==> src/rtl/instruction_fetch_unit.sv <==
// Fetch stage: owns the PC, drives instruction memory and fills the IF/ID register.
// Optional fetch counter enabled by defining FETCH_PERF_CNT_EN.
module instruction_fetch_unit #(
  parameter logic [31:0] RESET_PC = 32'h0000_0000
) (
  input  logic        Clk,
  input  logic        Reset,
  input  logic        Stall,
  input  logic        Flush,
  input  logic        BranchTaken,
  input  logic [31:0] BranchTarget,
  input  logic [31:0] IMemInstruction,
  output logic [31:0] IMemAddress,
  output logic [31:0] PC,
  output logic [31:0] IFID_Instruction,
  output logic [31:0] IFID_PCPlus4,
  output logic        IFID_Valid
`ifdef FETCH_PERF_CNT_EN
  ,
  output logic [31:0] FetchCount
`endif
);

  logic [31:0] pc_plus4;
  logic [31:0] pc_d;
  logic [31:0] ifid_instr_d;
  logic [31:0] ifid_pcplus4_d;
  logic        ifid_valid_d;
  logic        load_valid;
  logic        unused_target_bits;

  // Redirect targets are forced word-aligned, so the low bits never matter.
  assign unused_target_bits = ^BranchTarget[1:0];

  assign pc_plus4    = PC + 32'd4;
  assign IMemAddress = PC;

  always_comb begin
    pc_d           = PC;
    ifid_instr_d   = IFID_Instruction;
    ifid_pcplus4_d = IFID_PCPlus4;
    ifid_valid_d   = IFID_Valid;
    load_valid     = 1'b0;

    if (BranchTaken) begin
      // Redirect overrides stall; the instruction fetched this cycle is wrong-path.
      pc_d           = {BranchTarget[31:2], 2'b00};
      ifid_instr_d   = 32'd0;
      ifid_pcplus4_d = 32'd0;
      ifid_valid_d   = 1'b0;
    end else if (Stall) begin
      if (Flush) begin
        ifid_instr_d   = 32'd0;
        ifid_pcplus4_d = 32'd0;
        ifid_valid_d   = 1'b0;
      end
    end else begin
      pc_d = pc_plus4;
      if (Flush) begin
        ifid_instr_d   = 32'd0;
        ifid_pcplus4_d = 32'd0;
        ifid_valid_d   = 1'b0;
      end else begin
        ifid_instr_d   = IMemInstruction;
        ifid_pcplus4_d = pc_plus4;
        ifid_valid_d   = 1'b1;
        load_valid     = 1'b1;
      end
    end
  end

  always_ff @(posedge Clk or posedge Reset) begin
    if (Reset) begin
      PC               <= RESET_PC;
      IFID_Instruction <= 32'd0;
      IFID_PCPlus4     <= 32'd0;
      IFID_Valid       <= 1'b0;
    end else begin
      PC               <= pc_d;
      IFID_Instruction <= ifid_instr_d;
      IFID_PCPlus4     <= ifid_pcplus4_d;
      IFID_Valid       <= ifid_valid_d;
    end
  end

`ifdef FETCH_PERF_CNT_EN
  always_ff @(posedge Clk or posedge Reset) begin
    if (Reset) begin
      FetchCount <= 32'd0;
    end else if (load_valid) begin
      FetchCount <= FetchCount + 32'd1;
    end
  end
`else
  logic unused_load_valid;
  assign unused_load_valid = load_valid;
`endif

endmodule

==> config.mk <==
export PLATFORM = sky130hd
export DESIGN_NAME = instruction_fetch_unit
export DESIGN_NICKNAME = d
export VERILOG_FILES = /design/src/rtl/instruction_fetch_unit.sv
export SDC_FILE = /design/constraint.sdc
export NUM_CORES = 1
export LEC_CHECK = 0
export ABC_AREA = 1
export BUFFER_PORTS_ARGS = -buffer_cell sky130_fd_sc_hd__buf_2
export CORE_MARGIN = 4
export CORE_UTILIZATION = 52
export DETAILED_ROUTE_END_ITERATION = 7
export PLACE_DENSITY = 0.84
export SYNTH_ARGS = -nofsm -noshare
export SYNTH_HDL_FRONTEND = slang
export SYNTH_SLANG_ARGS = --single-unit
export TNS_END_PERCENT = 1
==> constraint.sdc <==
create_clock -name Clk -period 5.2 [get_ports Clk]
set_clock_uncertainty 0.05 [all_clocks]
set_input_delay 1.04 -clock Clk [delete_from_list [all_inputs] [get_ports Clk]]
set_output_delay 1.04 -clock Clk [all_outputs]
set_load 0.05 [all_outputs]
Yosys cells after proc, flatten, opt, wreduce, memory -nomap -nowiden

Cells that the tools add are included.

Add/subtract/negate cells: 1
Equal/unequal tests: 2
Muxes and demuxes: 13

Operators by type and width:

| cell                  | count |
|---|---|
| $mux 32               | 9 |
| $add 32x3->32 const B | 1 |
| $mux 1                | 4 |
| $ne 3x1->1 const B    | 1 |
| $ne 2x1->1 const B    | 1 |

Flip-flop bits (word level): 97
Bits of input ports: 69
Output and inout port bits: 129

Logic depth before layout (Yosys ltp)

Gate-level depths: netlist of the first run.

Word-level depth: 4
Gate-level depth with buffers: 10
Mapped depth without buffers: 10

Least setup slack after synthesis of the first run

Ideal clock, no wire load.

Kind: reg2out
Start point: register PC[4] (netlist: IMemAddress[4])
End point: output port PC[4]
Data arrival time: 1021 ps
Required time: 4110 ps
Slack: 3089 ps
Cell stages (with the launch flop): 2
Path buffers: 1
Path through: dfrtp_1 buf_4

RTL lines:

| item                   | line | source |
|---|---|---|
| start, declared        | 14   | `output logic [31:0] PC,` |
| start signal, assigned | 79   | `PC <= pc_d;` |

No word-level cell between the ends.

Final worst setup path of the first run

Start point: input port BranchTaken
End point: register IFID_Instruction[7]

Cells in the longest elaborated chain, start to end: 1

Ends and longest elaborated chain:

| item                                            | line | source |
|---|---|---|
| start, declared                                 | 10   | `input logic BranchTaken,` |
| $ne 3x1->1 (no line) or $mux 32 (tied branches) | -    |  |
| end signal, assigned                            | 80   | `IFID_Instruction <= ifid_instr_d;` |
| end, declared                                   | 15   | `output logic [31:0] IFID_Instruction,` |

Parallel ways exist; a longest one is shown, timed or not.
A chain may end at the register's enable or synchronous reset.

==> metrics, run 1 <==
Lkg Pwr roughly 3.3 nW; CTS buffer count 9; PD cells 310 nW/um2; DRC 0; Ys Warns 0; post-DR wirelength/cell between 15 and 20 um; reg2reg path depth 10; critical path class input pin to register; FILL cells 768; CP endpoint kind register; vias in the first global route 4,333; placed instance area around 5600 um2; cts hold-fix bufs 0; synthesized flop and latch total 94; antenna violations before repair 0; GR Util All Layers 24.4%; first-pass GRT wire length roughly 22,000 um; Synth Area per Inst between 8 and 9 um2; vias about 4,300; NumNets Final 788; final number of max-transition violations 0; Post-CTS Setup Bufs 0; Clock Tree Buf Depth 2; Final TNS setup 0 ns; critical path required time ~5.4 ns; CTS clk-pin slew, worst paths around 0.09 ns; Worst Path Arrival ~3.6 ns; routed wire length between 10,000 and 15,000 um; minimum clock period ~3.4 ns; Reg area 2350 um2; maxcap violations 0; peak supply drop 0.000159 V; Comb power frac roughly 27%; Yosys cell types 26; ant diodes 0; Net Sw Frac 38.5%; Fmax ~300 MHz; Clk Latency, worst-skew pair ~0.36 ns; outcome completed; most common cell after layout, fill and taps aside nand2_1; register area share after synthesis 48.7%; Pint ~0.0011 W; Hold Vio Cnt, Final 0; Area growth syn-to-layout 20.2%; fin util 65.3%; crit share post-route between 60% and 70%; CTS resizes 0; setup violators final 0; max_slew headroom between 20 and 30%; proportion of layout cells with a drive suffix above 1 approximately 33%; CTS tree built; Clock Sinks between 90 and 100; clock share of power 26.8%; die area approximately 11,000 um2; Initial DRC Count ~290; gr ovfl total 0; Cell Area, Synth 4830 um2; post-route design area about 5800 um2; Boundary Pins approximately 200; commonest non-fill, non-tap cells in the layout 193 x nand2_1, 191 x buf_2, 94 x dfrtp_1, 45 x inv_1, 44 x a22o_1; CP Max Fanout 45; Via density ~5.2; number of H-tree levels 3; antenna-violating nets left 0; worst min path class register to register; Multi-input gate area ~2000 um2; crit start category input pin; Initial Util a little over half; Post-Syn Instances 563; width of the die around 100 um; Die Span Y around 100 um; Detailed Place HPWL around 9500 um; port bufs about 190; largest net degree at the start of global routing just over 50; sequential power share 45.9%; CTS Root Cell clkbuf_8; Worst Hold Path Cells 2; P_sw approximately 0.00069 W; Design Power ~0.0018 W; measured slew at the worst slew-check pin approximately 1.1 ns; drt pass-1 iters 5; RePlAce Congestion 0.948; RSZ-0062 raised after global routing false; CORE AREA roughly 8900 um2; cell row count 34
[per-stage QoR]
| stage | setup slack, ns | std cells | hold WS (ns) |
|---|---|---|---|
| finish | 1.83 | 831 | 0.439 |
| global placement | 1.54 | 815 | 0.411 |
| floorplan | 1.66 | 566 | 0.706 |
| global route | 1.65 | 831 | 0.462 |
| CTS | 1.86 | 831 | 0.439 |
| detailed placement | 1.50 | 815 | 0.414 |
[flip-flops by register name, summed over array words and instances, names as in the netlist]
register	flops
IFID_Instruction	32
IFID_PCPlus4	31
IMemAddress	30
IFID_Valid	1
[cell type report]
type | count | area share (%)
Inverter | 50 | 3.28
Clock buffer | 11 | 2.26
Sequential cell | 94 | 40.5
Timing Repair Buffer | 194 | 16.9
Tap cell | 108 | 2.33
Clock inverter | 5 | 1.01
Multi-Input combinational cell | 369 | 33.7
[critical path: stages]
cell and delay, ns:
buf_2 0.31, nor2_2 0.90, inv_2 0.27, nor2_4 0.33, buf_4 0.48, a22o_1 0.22
[cell usage after synthesis]
cell        n  area [um2]
a22o_1     44         385
and2_1      3        18.8
buf_2       9        45.0
buf_4      35         263
clkbuf_1    9        33.8
conb_1      1        3.75
dfrtp_1    94        2350
ha_1        1        12.5
inv_1      46         173
inv_2       4        15.0
nand2_1   193         724
nand2_2     7        43.8
nand2_4     2        22.5
nand3_1    26         130
nor2_1     27         101
nor2_2      1        6.26
nor2_4     12         135
nor2_8      1        20.0
nor3b_1     1        7.51
o211ai_1    3        22.5
o21ai_0    24         120
o21bai_1    4        30.0
o221ai_1    2        17.5
xnor2_1     1        8.76
xor2_1     10        87.6
xor2_2      3        48.8
[layer usage]
metal	vias up	track usage (%)	wire length, um
met5	-	0	0
li1	2063	-	-
met3	14	5.03	890
met1	2052	33.0	5800
met2	188	39.7	6310
met4	0	7.12	176
[logic make-up after synthesis]
| logic type | after synthesis | synth area share, % |
|---|---|---|
| adder cells (fa/ha/maj) | 1 | 0.259 |
| other | 1 | 0.0777 |
| buffers and inverters | 103 | 11.0 |
| flip-flops | 94 | 48.7 |
| XOR/XNOR | 14 | 3.01 |
| AO/OA/AOI/OAI | 77 | 11.9 |
| AND/OR/NAND/NOR | 273 | 25.1 |
[power by group through the flow]
stage | clock network (W) | registers (W) | logic [W]
after floorplan | 0 | 0.000975 | 0.000258
after global placement | 0 | 0.000838 | 0.000487
after detailed placement | 0 | 0.000839 | 0.000493
after CTS | 0.000490 | 0.000825 | 0.000495
after global routing | 0.000520 | 0.000833 | 0.000523
final | 0.000483 | 0.000825 | 0.000492
[worst paths after layout]
path | startpoint | endpoint | slack, ns
worst min register to register | IFID_PCPlus4[18] | IFID_PCPlus4[18] | 0.44
worst min-delay path | IFID_PCPlus4[18] | IFID_PCPlus4[18] | 0.44
worst max register to register | IMemAddress[3] | IMemAddress[20] | 3.43
max in group asynchronous | Reset | IFID_Instruction[6] | 3.34
min in group asynchronous | Reset | IFID_Instruction[15] | 0.71
worst max-delay path | BranchTaken | IFID_Instruction[7] | 1.83
Note: power is estimated with default switching activity, not from simulation.
==> run 2: changes to the inputs <==
ABC_AREA = 0   (was 1)
CORE_UTILIZATION = 49   (was 52)
PLACE_DENSITY = 0.8   (was 0.84)
clock period = 3.25 ns   (was 5.2 ns; I/O delays follow)
==> metrics, run 2 <==
FF-to-FF End IMemAddress[24]; Cell Area, Synth 4920 um2; most common cell after layout, fill and taps aside buf_2; post-place setup slack just over 0.6 ns; Worst Path Arrival 2.91 ns; RSZ-0062 raised after global routing false; Post-synth EDFFs 0; cell row count 36; synthesized flop and latch total 94; CTS clk-pin slew, worst paths approximately 0.1 ns; critical path class register to register; Fmax ~370 MHz; post-synth top area share a little under half; CTS tree built; post-DR wirelength/cell roughly 18 um; Hold Vio Cnt, Final 0; Largest register FFs 32; flop-to-flop setup slack about 0.56 ns; FILL cells 847; antenna-violating nets left 0; die area roughly 12,000 um2; Multi-input gate area ~2100 um2; commonest non-fill, non-tap cells in the layout 191 x buf_2, 94 x dfrtp_1, 60 x nand2_1, 33 x a22o_1, 29 x o21ai_0; Initial Util between 50% and 60%; Initial DRC Count between 400 and 500; measured slew at the worst slew-check pin 0.833 ns; maxcap violations 0; first-pass GRT wire length 21,500 um; critical path required time 3.47 ns; fin util between 60% and 70%; crit start category register; Synth Area per Inst just under 10 um2; GR Util All Layers 23.4%; CTS resizes 0; post-route insts no fill slightly below 800; port bufs between 150 and 200; final number of max-transition violations 0; crit path launch IMemAddress[2]; Area contributors post-synth dfrtp_1 48%, a22o_1 5.9%, buf_4 5.3%, nand2_1 4.6%, xnor2_1 3.9%; ant diodes 0; width of the die roughly 110 um; reg2reg path depth 5; CTS buffer count 9; setup violators final 0; CP Max Fanout 11; CTS Root Cell clkbuf_8; drt pass-1 iters 5; vias about 4,500; leading area contributor after synthesis dfrtp_1; Final TNS setup 0 ns; Yosys cell types 50; Clock Sinks 94; outcome completed; Largest Register IFID_Instruction; number of H-tree levels 3; Top FF cell, synth dfrtp_1; NumNets Final 715; RePlAce Congestion 0.856; count leader, synth dfrtp_1; Boundary Pins between 150 and 200; register area share after synthesis 47.8%; DRC 0; Reg area 2350 um2; Detailed Place HPWL around 10,000 um; antenna violations before repair 1; CP endpoint kind register; proportion of layout cells with a drive suffix above 1 a little over a third; Placed Cells about 770; share of flip-flops with an asynchronous set or reset 100%; gr ovfl total 0; Area growth syn-to-layout 20.2%; Clk Latency, worst-skew pair approximately 0.36 ns; Post-Syn Instances 504; vias in the first global route around 4,100; Via density ~5.7; PD cells around 490 nW/um2; WHS ~0.32 ns; CORE AREA a little under 10,000 um2; final worst-path setup slack 0.558 ns; routed wire length ~14,000 um; largest net degree at the start of global routing 48; Post-CTS Setup Bufs 0; minimum clock period ~2.7 ns; top cells by count, synth 94 x dfrtp_1, 60 x nand2_1, 35 x buf_4, 33 x a22o_1, 29 x o21ai_0; Lkg Pwr a little under 3 nW; cts hold-fix bufs 0; worst min path class input pin to asynchronous set/reset pin; peak supply drop between 0.0002 and 0.0003 V; max_slew headroom between 40% and 50%; crit share post-route 82.8%; Ys Warns 0; Die Span Y ~110 um; Clock Tree Buf Depth 2; FF-to-FF Start IMemAddress[2]
## run 2: changes by cell type in the layout (fill, tap and decap cells not counted), sizes merged, moves of 8 or more
cell | previous run | this run
nor3 | 0 | 11
nor2 | 41 | 21
nand2 | 202 | 60
nand4 | 0 | 10
a22o | 44 | 33
or3 | 0 | 8
o211ai | 3 | 12
or4 | 0 | 19
xor2 | 13 | 5
inv | 51 | 7
xnor2 | 1 | 22
nor4 | 0 | 10
## run 2: how the worst max path moves through the flow
stage | endpoint | cells after the start
2_1_floorplan | IFID_Instruction[0] | 1
3_3_place_gp | IMemAddress[25] | 5
3_5_place_dp | IMemAddress[25] | 5
4_1_cts | IMemAddress[24] | 5
5_1_grt | IMemAddress[24] | 5
6_report | IMemAddress[24] | 5
## run 2: final cells by class
cell class                      instances  area share (%)
Inverter                                5           0.360
Timing Repair Buffer                  201            17.6
Sequential cell                        94            39.8
Multi-Input combinational cell        334            36.1
Clock inverter                          7            1.23
Tap cell                              133            2.81
Clock buffer                            9            2.09
## run 2: per-layer routing
metal / up-vias / global-route usage, % / routed length, um / part of all wire, %
met5: - / 0 / 20 / 0.14
met4: 2 / 6.04 / 158 / 1.1
met3: 17 / 4.60 / 1290 / 9.3
met2: 229 / 39.0 / 6710 / 48
met1: 2151 / 31.5 / 5700 / 41
li1: 2083 / - / - / -
## run 2: through the flow
stage	cell area (um2)	power [W]
floorplan	4930	0.00196
global placement	5720	0.00211
detailed placement	5720	0.00213
CTS	5910	0.00291
global route	5910	0.00301
finish	5910	0.00289
## run 2: cells by family (layout without fill, tap and decap cells)
logic type	after synthesis	count (layout)	synth area share [%]
DFF	94	94	47.8
AOI/OAI and AO/OA	106	106	15.7
other	1	4	0.0762
adders and majority gates	1	1	0.254
buffers and inverters	79	222	9.25
xor gates and xnor gates	27	27	4.81
muxes	2	2	0.432
and+or+nand+nor	194	194	21.6
## run 2: power by group
| group | switching, W | leakage [nW] | internal (W) |
|---|---|---|---|
| sequential | 0.000114 | 1.23 | 0.00123 |
| clock | 0.000422 | 0.0960 | 0.000358 |
| combinational | 0.000571 | 1.56 | 0.000186 |
| total | 0.00111 | 2.89 | 0.00178 |
## run 2: worst max-delay path, cell delays in order, from the launching register on
cell and delay (ns):
dfrtp_1 0.55, ha_1 0.32, nand3_1 0.36, or3_1 0.61
or4_1 0.55, a31oi_1 0.17
==> run 3: changes to the inputs <==
ABC_AREA = 1   (was 0)
clock period = 2.7 ns   (was 3.25 ns; I/O delays follow)
==> metrics, run 3 (synthesis results as in run 1) <==
Fmax between 500 and 600 MHz; first-pass GRT wire length around 21,000 um; Clock Sinks 94; commonest non-fill, non-tap cells in the layout 193 x nand2_1, 191 x buf_2, 94 x dfrtp_1, 45 x inv_1, 44 x a22o_1; max_slew headroom about 20%; cts hold-fix bufs 0; peak supply drop roughly 0.00027 V; Clock Tree Buf Depth 2; minimum clock period 1.86 ns; FILL cells ~840; largest net degree at the start of global routing 95; cell row count 35; DRC 0; CTS tree built; Boundary Pins just under 200; vias in the first global route 4,385; outcome completed; Initial DRC Count approximately 270; Worst Path Arrival between 2 and 2.5 ns; measured slew at the worst slew-check pin between 1 and 1.5 ns; crit start category input pin; CORE AREA about 9400 um2; critical path required time about 2.9 ns; Post-CTS Setup Bufs 0; CTS clk-pin slew, worst paths approximately 0.090 ns; CP endpoint kind register; RePlAce Congestion 0.937; Detailed Place HPWL about 9400 um; routed wire length 12,800 um; proportion of layout cells with a drive suffix above 1 about a third; port bufs approximately 190; setup violators final 0; Via density ~5; antenna violations before repair 0; Hold Vio Cnt, Final 0; post-route insts no fill about 860; PD cells roughly 580 nW/um2; NumNets Final around 790; CP Max Fanout 54; fin util 62.2%; worst min path class input pin to asynchronous set/reset pin; RSZ-0062 raised after global routing false; CTS resizes 0; Clk Latency, worst-skew pair 0.35 ns; critical path class input pin to register; Lkg Pwr between 3 and 4 nW; die area between 10,000 and 15,000 um2; most common cell after layout, fill and taps aside nand2_1; CTS buffer count 9; post-DR wirelength/cell between 10 and 15 um; Initial Util about half; Design Power between 0.003 and 0.004 W; maxcap violations 0; Area growth syn-to-layout 21.4%; vias about 4,300; Largest Register IFID_Instruction; width of the die ~110 um; Largest register FFs 32; Placed Cells between 800 and 900; GR Util All Layers a little under a quarter; WHS 0.284 ns; final number of max-transition violations 0; ant diodes 0; drt pass-1 iters 5; gr ovfl total 0; Die Span Y 107 um; crit share post-route between 60 and 70%; antenna-violating nets left 0; Final TNS setup 0 ns; number of H-tree levels 3; CTS Root Cell clkbuf_8
[run 3: power by group]
part	switching, W	internal (W)
registers	0.000105	0.00148
logic	0.000732	0.000219
clock network	0.000490	0.000361
total	0.00133	0.00207
[run 3: cell type report]
class | instances | area, um2 | area share, %
clock buffers | 11 | 141 | 2.41
clock inverters | 5 | 33.8 | 0.577
inverters | 50 | 191 | 3.27
multi-input cells | 369 | 1960 | 33.4
flip-flops and latches | 94 | 2350 | 40.1
well taps | 129 | 161 | 2.75
repair buffers | 198 | 1020 | 17.4
[run 3: per-stage QoR]
step	worst slack, ns	area [um2]
after CTS	0.778	5860
after global routing	0.648	5860
final	0.844	5860
after detailed placement	0.386	5680
after global placement	0.435	5680
after floorplan	0.793	4840
[run 3: final timing paths]
check                                          from                   end  slack, ns  cells after the start
worst max-delay path                    BranchTaken      IFID_PCPlus4[25]       0.84                      7
worst min-delay path                          Reset  IFID_Instruction[21]       0.28                      3
worst max register to register       IMemAddress[3]       IMemAddress[20]       1.00                     10
worst min register to register     IFID_PCPlus4[12]      IFID_PCPlus4[12]       0.43                      2
max in group asynchronous                     Reset      IFID_PCPlus4[31]       1.94                      3
min in group Clk                IMemInstruction[23]  IFID_Instruction[23]       0.36                      2
[run 3: critical path: stages]
cell	delay [ns]
buf_2	0.11
inv_2	0.04
nand2_2	0.06
nor2_4	0.87
buf_4	0.32
nand2_1	0.07
nand2_1	0.07
[run 3: routing by layer]
| metal | wire length [um] | vias up | global-route usage [%] |
|---|---|---|---|
| met5 | 0 | - | 0 |
| met1 | 5470 | 2011 | 30.6 |
| met4 | 131 | 0 | 6.12 |
| li1 | - | 2080 | - |
| met2 | 6230 | 195 | 38.9 |
| met3 | 1000 | 13 | 3.00 |
